[src/rtl/noc_pkg.sv]
// Shared NoC router definitions: crossbar select codes, port indices,
// output-port controller state encoding and a grant-validity helper.
package noc_pkg;

    // Crossbar select codes for an output port
    localparam logic [2:0] CS_N    = 3'd0;
    localparam logic [2:0] CS_S    = 3'd1;
    localparam logic [2:0] CS_W    = 3'd2;
    localparam logic [2:0] CS_E    = 3'd3;
    localparam logic [2:0] CS_L    = 3'd4;
    localparam logic [2:0] CS_NONE = 3'd7;

    // Bit positions of each input inside the {n,s,w,e} vectors
    localparam int PORT_N = 3;
    localparam int PORT_S = 2;
    localparam int PORT_W = 1;
    localparam int PORT_E = 0;

    typedef enum logic {
        IDLE   = 1'b0,
        LOCKED = 1'b1
    } port_ctrl_state_e;

    // True when exactly one bit of a 4-bit grant is set
    function automatic logic is_onehot4(input logic [3:0] v);
        logic [2:0] ones;
        ones = 3'd0;
        for (int i = 0; i < 4; i++) begin
            ones = ones + {2'b00, v[i]};
        end
        return (ones == 3'd1);
    endfunction

endpackage

[src/rtl/noc_credit_counter.sv]
// Downstream buffer credit counter: starts full, decrements on a flit send,
// increments on a credit return, and latches a sticky error on overflow.
module noc_credit_counter #(
    parameter int BUF_DEPTH = 4,
    localparam int CW = $clog2(BUF_DEPTH + 1)
) (
    input  logic          clk,
    input  logic          reset,
    input  logic          inc,
    input  logic          dec,
    output logic [CW-1:0] count,
    output logic          nonzero,
    output logic          err
);

    localparam logic [CW-1:0] CNT_MAX  = CW'(BUF_DEPTH);
    localparam logic [CW-1:0] CNT_ONE  = CW'(1);
    localparam logic [CW-1:0] CNT_ZERO = CW'(0);

    logic [CW-1:0] count_r;
    logic          nonzero_r;
    logic          err_r;

    // Credit count, its nonzero flag and the sticky overflow error
    always_ff @(posedge clk) begin
        if (!reset) begin
            count_r   <= CNT_MAX;
            nonzero_r <= 1'b1;
            err_r     <= 1'b0;
        end else begin
            case ({inc, dec})
                2'b10: begin
                    if (count_r == CNT_MAX) begin
                        err_r <= 1'b1;
                    end else begin
                        count_r   <= count_r + CNT_ONE;
                        nonzero_r <= 1'b1;
                    end
                end
                2'b01: begin
                    if (count_r != CNT_ZERO) begin
                        count_r   <= count_r - CNT_ONE;
                        nonzero_r <= (count_r != CNT_ONE);
                    end else begin
                        count_r <= count_r;
                    end
                end
                default: begin
                    count_r <= count_r;
                end
            endcase
        end
    end

    assign count   = count_r;
    assign nonzero = nonzero_r;
    assign err     = err_r;

endmodule

[src/rtl/l_output_port_ctrl.sv]
// Wormhole output-port controller for the local (L) port. Locks the crossbar
// path from head to tail, pops the granted input buffer and gates every
// transfer on downstream credit availability.
module l_output_port_ctrl
    import noc_pkg::*;
#(
    parameter int BUF_DEPTH = 4,
    localparam int CW = $clog2(BUF_DEPTH + 1)
) (
    input  logic          clk,
    input  logic          reset,
    input  logic [3:0]    rrp_l_grant_i,
    input  logic [2:0]    rrp_l_priority_to_cs_i,
    input  logic [3:0]    in_flit_valid_i,
    input  logic [3:0]    in_flit_tail_i,
    input  logic          l_credit_return_i,
    output logic [2:0]    cs_l_sel_o,
    output logic [3:0]    l_flit_pop_o,
    output logic          l_out_valid_o,
    output logic          rr_downstream_credit_o,
    output logic          rr_change_order_o,
    output logic [CW-1:0] credit_count_o,
    output logic          credit_err_o
);

    port_ctrl_state_e state_r;
    logic [3:0]       lock_grant_r;
    logic [2:0]       lock_sel_r;

    logic [3:0]       active_grant_s;
    logic             send_s;
    logic             tail_s;
    logic [2:0]       sel_s;
    logic             credit_ok_s;

    noc_credit_counter #(
        .BUF_DEPTH (BUF_DEPTH)
    ) u_credit (
        .clk     (clk),
        .reset   (reset),
        .inc     (l_credit_return_i),
        .dec     (send_s),
        .count   (credit_count_o),
        .nonzero (credit_ok_s),
        .err     (credit_err_o)
    );

    // Select the active grant and decide whether a flit moves this cycle
    always_comb begin
        active_grant_s = 4'b0000;
        if (state_r == LOCKED) begin
            active_grant_s = lock_grant_r;
        end else if (is_onehot4(rrp_l_grant_i)) begin
            active_grant_s = rrp_l_grant_i;
        end else begin
            active_grant_s = 4'b0000;
        end
        send_s = (|(active_grant_s & in_flit_valid_i)) && credit_ok_s;
        tail_s = |(active_grant_s & in_flit_tail_i);
        sel_s  = CS_NONE;
        if (state_r == LOCKED) begin
            sel_s = lock_sel_r;
        end else if (send_s) begin
            sel_s = rrp_l_priority_to_cs_i;
        end else begin
            sel_s = CS_NONE;
        end
    end

    // Packet lock FSM: hold the path from a non-tail head until its tail leaves
    always_ff @(posedge clk) begin
        if (!reset) begin
            state_r      <= IDLE;
            lock_grant_r <= 4'b0000;
            lock_sel_r   <= CS_NONE;
        end else begin
            case (state_r)
                IDLE: begin
                    if (send_s && !tail_s) begin
                        state_r      <= LOCKED;
                        lock_grant_r <= active_grant_s;
                        lock_sel_r   <= rrp_l_priority_to_cs_i;
                    end else begin
                        state_r <= IDLE;
                    end
                end
                LOCKED: begin
                    if (send_s && tail_s) begin
                        state_r      <= IDLE;
                        lock_grant_r <= 4'b0000;
                        lock_sel_r   <= CS_NONE;
                    end else begin
                        state_r <= LOCKED;
                    end
                end
                default: begin
                    state_r      <= IDLE;
                    lock_grant_r <= 4'b0000;
                    lock_sel_r   <= CS_NONE;
                end
            endcase
        end
    end

    // Transfer-side outputs act in the same cycle as the flit moves
    assign cs_l_sel_o             = sel_s;
    assign l_flit_pop_o           = active_grant_s & {4{send_s}};
    assign l_out_valid_o          = send_s;
    assign rr_change_order_o      = send_s & tail_s;
    assign rr_downstream_credit_o = credit_ok_s;

endmodule

[config.mk]
export PLATFORM = sky130hd
export DESIGN_NAME = l_output_port_ctrl
export DESIGN_NICKNAME = d
export VERILOG_FILES = /design/src/rtl/noc_pkg.sv /design/src/rtl/noc_credit_counter.sv /design/src/rtl/l_output_port_ctrl.sv
export SDC_FILE = /design/constraint.sdc
export NUM_CORES = 1
export LEC_CHECK = 0
export CAP_MARGIN = 20
export CORE_MARGIN = 2
export CORE_UTILIZATION = 40
export DETAILED_ROUTE_END_ITERATION = 7
export PLACE_DENSITY = 0.75
export REMOVE_ABC_BUFFERS = 1
export SLEW_MARGIN = 20
export SYNTH_ARGS = -nofsm -noshare
export SYNTH_HDL_FRONTEND = slang
export SYNTH_SLANG_ARGS = --single-unit
[constraint.sdc]
create_clock -name clk -period 4.05 [get_ports clk]
set_clock_uncertainty 0.15 [all_clocks]
set_input_delay 1.0125 -clock clk [delete_from_list [all_inputs] [get_ports clk]]
set_output_delay 1.0125 -clock clk [all_outputs]
set_load 0.02 [all_outputs]
==> results.ini, run 1 <==
[run_status]
status=finished with violations
violations=setup timing

[floorplan]
core-area_mm2=0.00221
die_area_mm2=0.00273
initial_core_util=0.421
num_rows=17
ios=32
die_w_um=52.2
die_y_um=52.2

[grt]
grt.overflow.total=0
globalRouteTotalUtil=0.206
grt_max_degree=15
grt_pass1_wl_um=4300
grt_pass1_vias=1012
antenna_found_initial=0

[finish]
layout.nets=180
design_area_mm2=0.00145
fill_cells=178
diodes=0
drive_gt1_frac=0.325
fin_util=0.654
layout_commonest_cell=clkdlybuf4s50_1
final_cell_mix=clkdlybuf4s50_1, buf_4, inv_1, dfxtp_1, a22oi_1
areaGrowthSynthToFinish_pct=55.5

[detailed_routing]
vias=960
avgRoutedWirePerCell_um=14.3
drt-total-wl_um=2570
routed_via_density=5.36
first_pass_iters=5
ant_nets=0
drt_iter0_drc=21
drc=0

[clock_tree]
clk_path_buf_depth=2
cts_tree=built
cts_sinks=13
cts_buffers=3
ctsHtreeMaxLevel=1
clkSlewWorstSetupHoldPaths_ps=90
insertion_delay_ps=280
cts_hold_buffers=0
clock-root-buffer=clkbuf_4

[power]
ir_drop_mv=0.225
power_frac_seq=0.324
pwr-share-clk=0.157
combPwrFrac=0.519
p_sw_frac=0.381
leakage_nw=0.631
internal_power_w=0.000322
p_per_area_mw_per_mm2=360
p_sw_w=0.000198

[critical_path]
path_buf_inv=4
critPathKind=in2out
path_cells=buf_8 > inv_4 > fa_1 > inv_2 > ha_4 > ha_4 > nor4b_4 > o211a_4 > a21oi_2 > a21o_1 > buf_6
cp_top_family=adder cells
cp-startpoint=rrp_l_grant_i[0]
cpMostUsedCell=ha_4
path_max_fanout=6
worstPathArrival_ps=3030
cpPeakStageDelay_ps=540
critPathRequiredTime_ps=2890
end_kind=output pin
start_kind=input port
critPathSlowestCell=fa_1

[sta]
worst_slack_ps=-147
fmax_ghz=0.238
rsz0062_at_grt=true
slew-limit-headroom=0.592
finalHoldViolCount=0
worstMarginPinSlew_ps=611
fin_tns_setup_ps=-970
final-max-slew-violation-count=0
layout_min_cycle_time_ps=4200
setup_viol=9
final.period_utilization=1.04

[synthesis]
synth.cell_area_um2=931
async_flop_share=0
synth_cells=105
netlist_top_cells_area=dfxtp_1, ha_1, inv_1, a22oi_1, a21oi_1
synth_top_area_frac=0.280
synth_ff_type=dfxtp_1
ys.warnings.count=0
synth_edf_count=0
yosys.cell_types.count=28
synth_area_leader_cell=dfxtp_1
synth_seq_cells=13
ys_seq_area_frac=0.280
avgSynthCellArea_um2=8.87

[run]
max_cap_viol_count=0

[hold_path]
hp-class=reg2reg
hold_start=lock_sel_r[0]

[placed_design]
port_buffers=31
place_hpwl_um=1910
dpl_cell_area_mm2=0.00136
place_congestion=0.860

-- state kept, by name, summed over array words and instances, names as in the netlist, named ones only --
name and count:
lock_sel_r 3, u_credit.err 1, lock_grant_r 4, u_credit.nonzero 1, u_credit.count 3
-- synth_stat cells (all sizes together), types with 3 or more instances --
master	instances
a21o	3
a21oi	8
a22o	4
a22oi	8
a32o	4
a32oi	3
dfxtp	13
ha	9
inv	18
mux2i	3
nand2	5
nor2	8
-- cells by family after synthesis --
family	synth area share
AO/OA/AOI/OAI	0.317
XOR/XNOR	0.0188
adder cells (fa/ha/maj)	0.142
buffers and inverters	0.0887
flip-flops	0.280
multiplexers	0.0444
AND/OR/NAND/NOR	0.109
-- per-layer routing --
metal	up-vias	track usage	part of all wire
met4	0	0.0983	0.015
met5	-	0	0
li1	471	-	-
met2	42	0.352	0.46
met3	6	0.0257	0.067
met1	441	0.255	0.45
-- stage by stage --
step | setup WS, ps | power, W | instances | hold WS [ps]
after floorplan | -310 | 0.000306 | 102 | 299
after detailed placement | -1170 | 0.000417 | 174 | 323
final | -147 | 0.000521 | 179 | 338
after global routing | -214 | 0.000556 | 179 | 355
after CTS | -103 | 0.000514 | 179 | 338
after global placement | -1100 | 0.000410 | 174 | 310
-- tightest hold or removal path: stages, from the launching register on --
cell and delay (ps):
dfxtp_1 320, inv_1 50, a32oi_1 80
-- path summary, 6_finish.rpt --
kind / to / slack, ps / cells past startpoint
min: lock_sel_r[0] / 340 / 2
max reg2reg: u_credit.nonzero / 1170 / 12
min reg2reg: lock_sel_r[0] / 340 / 2
max: cs_l_sel_o[1] / -150 / 11
-- what timing repair did --
| item | 4_1_cts | 5_1_grt |
|---|---|---|
| pin swaps | 13 | 6 |
| buffers inserted | 2 | 1 |
| resized for setup | 74 | 8 |
| setup endpoints to repair | 13 | 13 |
-- power groups by stage --
stage / sequential (W) / clock (W) / combinational, W
2_1_floorplan: 0.000176 / 0 / 0.000130
4_1_cts: 0.000168 / 0.0000838 / 0.000262
6_report: 0.000169 / 0.0000817 / 0.000270
3_5_place_dp: 0.000170 / 0 / 0.000247
3_3_place_gp: 0.000170 / 0 / 0.000240
5_1_grt: 0.000172 / 0.0000906 / 0.000294
-- area by class of cell --
class,count,area [um^2],share of cell area
timing repair buffer,45,413,0.285
clock inverter,1,5.00,0.00346
inverter,18,70.1,0.0484
clock buffer,3,22.5,0.0156
multi-input combinational,71,642,0.443
tap,28,35.0,0.0242
sequential,13,260,0.180
No activity file was read; power rests on OpenSTA's default activity.
==> inputs of run 2 (changes only) <==
--- a/config.mk
+++ b/config.mk
@@ -5,7 +5,7 @@
 export SDC_FILE = /design/constraint.sdc
 export NUM_CORES = 1
 export LEC_CHECK = 0
-export CAP_MARGIN = 20
+export CAP_MARGIN = 0
 export CORE_MARGIN = 2
 export CORE_UTILIZATION = 40
 export DETAILED_ROUTE_END_ITERATION = 7
==> results of run 2 <==
Same layout as run 1: the final DEF is identical, and so are final timing and power.
==> inputs of run 3 (changes only) <==
--- a/config.mk
+++ b/config.mk
@@ -7,9 +7,10 @@
 export LEC_CHECK = 0
 export CAP_MARGIN = 0
 export CORE_MARGIN = 2
-export CORE_UTILIZATION = 40
+export CORE_UTILIZATION = 55
 export DETAILED_ROUTE_END_ITERATION = 7
-export PLACE_DENSITY = 0.75
+export DONT_BUFFER_PORTS = 1
+export PLACE_DENSITY = 0.73
 export REMOVE_ABC_BUFFERS = 1
 export SLEW_MARGIN = 20
 export SYNTH_ARGS = -nofsm -noshare
==> run 3 against run 2 <==
Effect of this change: setup slack better by 170 ps; first-iteration DRC count up 19%; largest cell class unchanged; clock power about the same; sequential share of layout area up 5.2 points; sequential power up 7%; the flow now finishes without violations; global-route usage up 3.7 points; power down 13%.
==> results.ini, run 3 (same netlist as run 1, synthesis figures left out) <==
[run_status]
status=finished, final reports clean

[clock_tree]
insertion_delay_ps=280
cts_buffers=3
clock-root-buffer=clkbuf_4
ctsHtreeMaxLevel=1
cts_hold_buffers=0
clk_path_buf_depth=2
cts_sinks=13
clkSlewWorstSetupHoldPaths_ps=70
cts_tree=built

[grt]
grt_max_degree=15
grt_pass1_wl_um=3560
grt_pass1_vias=824
grt.overflow.total=0
globalRouteTotalUtil=0.243
antenna_found_initial=0

[finish]
layout.nets=149
largest_reg_flops=4
design_area_mm2=0.00112
areaGrowthSynthToFinish_pct=20.4
diodes=0
fin_util=0.727
regMostFlops=lock_grant_r
final_cell_mix=inv_1, dfxtp_1, buf_4
layout_commonest_cell=inv_1
drive_gt1_frac=0.258

[critical_path]
start_kind=input port
worstPathArrival_ps=2860
critPathKind=in2out
path_max_fanout=5
end_kind=output pin
r2r_cells=9
critPathRequiredTime_ps=2890

[sta]
finalHoldViolCount=0
slew-limit-headroom=0.606
hold_slack_ps=323
rsz0062_at_grt=true
worst_slack_ps=23.4
final.period_utilization=0.994
fmax_ghz=0.248
setup_viol=0
layout_min_cycle_time_ps=4030
worstMarginPinSlew_ps=591
final-max-slew-violation-count=0

[floorplan]
core-area_mm2=0.00154
ios=32
die_w_um=45.1
die_y_um=45.1
die_area_mm2=0.00204
initial_core_util=0.604
num_rows=14

[power]
p_per_area_mw_per_mm2=402
leakage_nw=0.493
fin_total_pwr_w=0.000451
ir_drop_mv=0.238

[hold_path]
whs_path_depth=2
hp-class=reg2reg

[placed_design]
pre_cts_ws_ps=-187
port_buffers=0
place_hpwl_um=1700
dpl_cell_area_mm2=0.00103
place_congestion=0.853

[detailed_routing]
first_pass_iters=4
drt-total-wl_um=2260
avgRoutedWirePerCell_um=16.6
routed_via_density=6.36
drc=0
drt_iter0_drc=25
vias=865
ant_nets=0

[run]
max_cap_viol_count=0

[run 3: repair_timing]
item,CTS,global route
pin swaps,2,4
buffers inserted,0,1
endpoints found under the hold margin,0,0
setup endpoints to repair,9,8
resized for setup,6,8
[run 3: layout make-up]
| type | count | area, um^2 |
|---|---|---|
| inverters | 18 | 75.1 |
| clock buffers | 4 | 26.3 |
| repair buffers | 14 | 109 |
| well taps | 16 | 20.0 |
| fillers | 125 | 420 |
| flip-flops and latches | 13 | 260 |
| multi-input cells | 71 | 631 |
[run 3: layer usage]
metal,share of wire,wire length [um],vias to the layer above,global-route usage
li1,-,-,412,-
met1,0.40,909,411,0.289
met2,0.52,1180,40,0.406
met3,0.073,164,2,0.0920
met4,0.0035,8,0,0.0706
met5,0,0,-,0
[run 3: path summary, 6_finish.rpt]
| check | start | end | slack, ps |
|---|---|---|---|
| max | rrp_l_grant_i[0] | cs_l_sel_o[1] | 20 |
| min | lock_sel_r[2] | lock_sel_r[2] | 320 |
| max reg2reg | register | u_credit.count[2] | 1370 |
| min reg2reg | lock_sel_r[2] | lock_sel_r[2] | 320 |
[run 3: metrics by stage]
stage | instances | TNS [ps]
global placement | 131 | -859
finish | 136 | 0
detailed placement | 131 | -1740
global route | 136 | -136
CTS | 135 | -31.4
floorplan | 102 | -2210
[run 3: report_power, final]
part	internal, W	switching, W	total, W
Sequential	0.000145	0.0000358	0.000181
Clock	0.0000382	0.0000434	0.0000816
Combinational	0.0000910	0.0000974	0.000188
[run 3: worst max-delay path, cell delays in order]
cell and delay, ps:
inv_8 10, fa_1 540, inv_2 50, ha_4 150
ha_4 210, nor4b_4 260, o211a_4 210, buf_6 110
a21oi_2 50, a21o_1 240
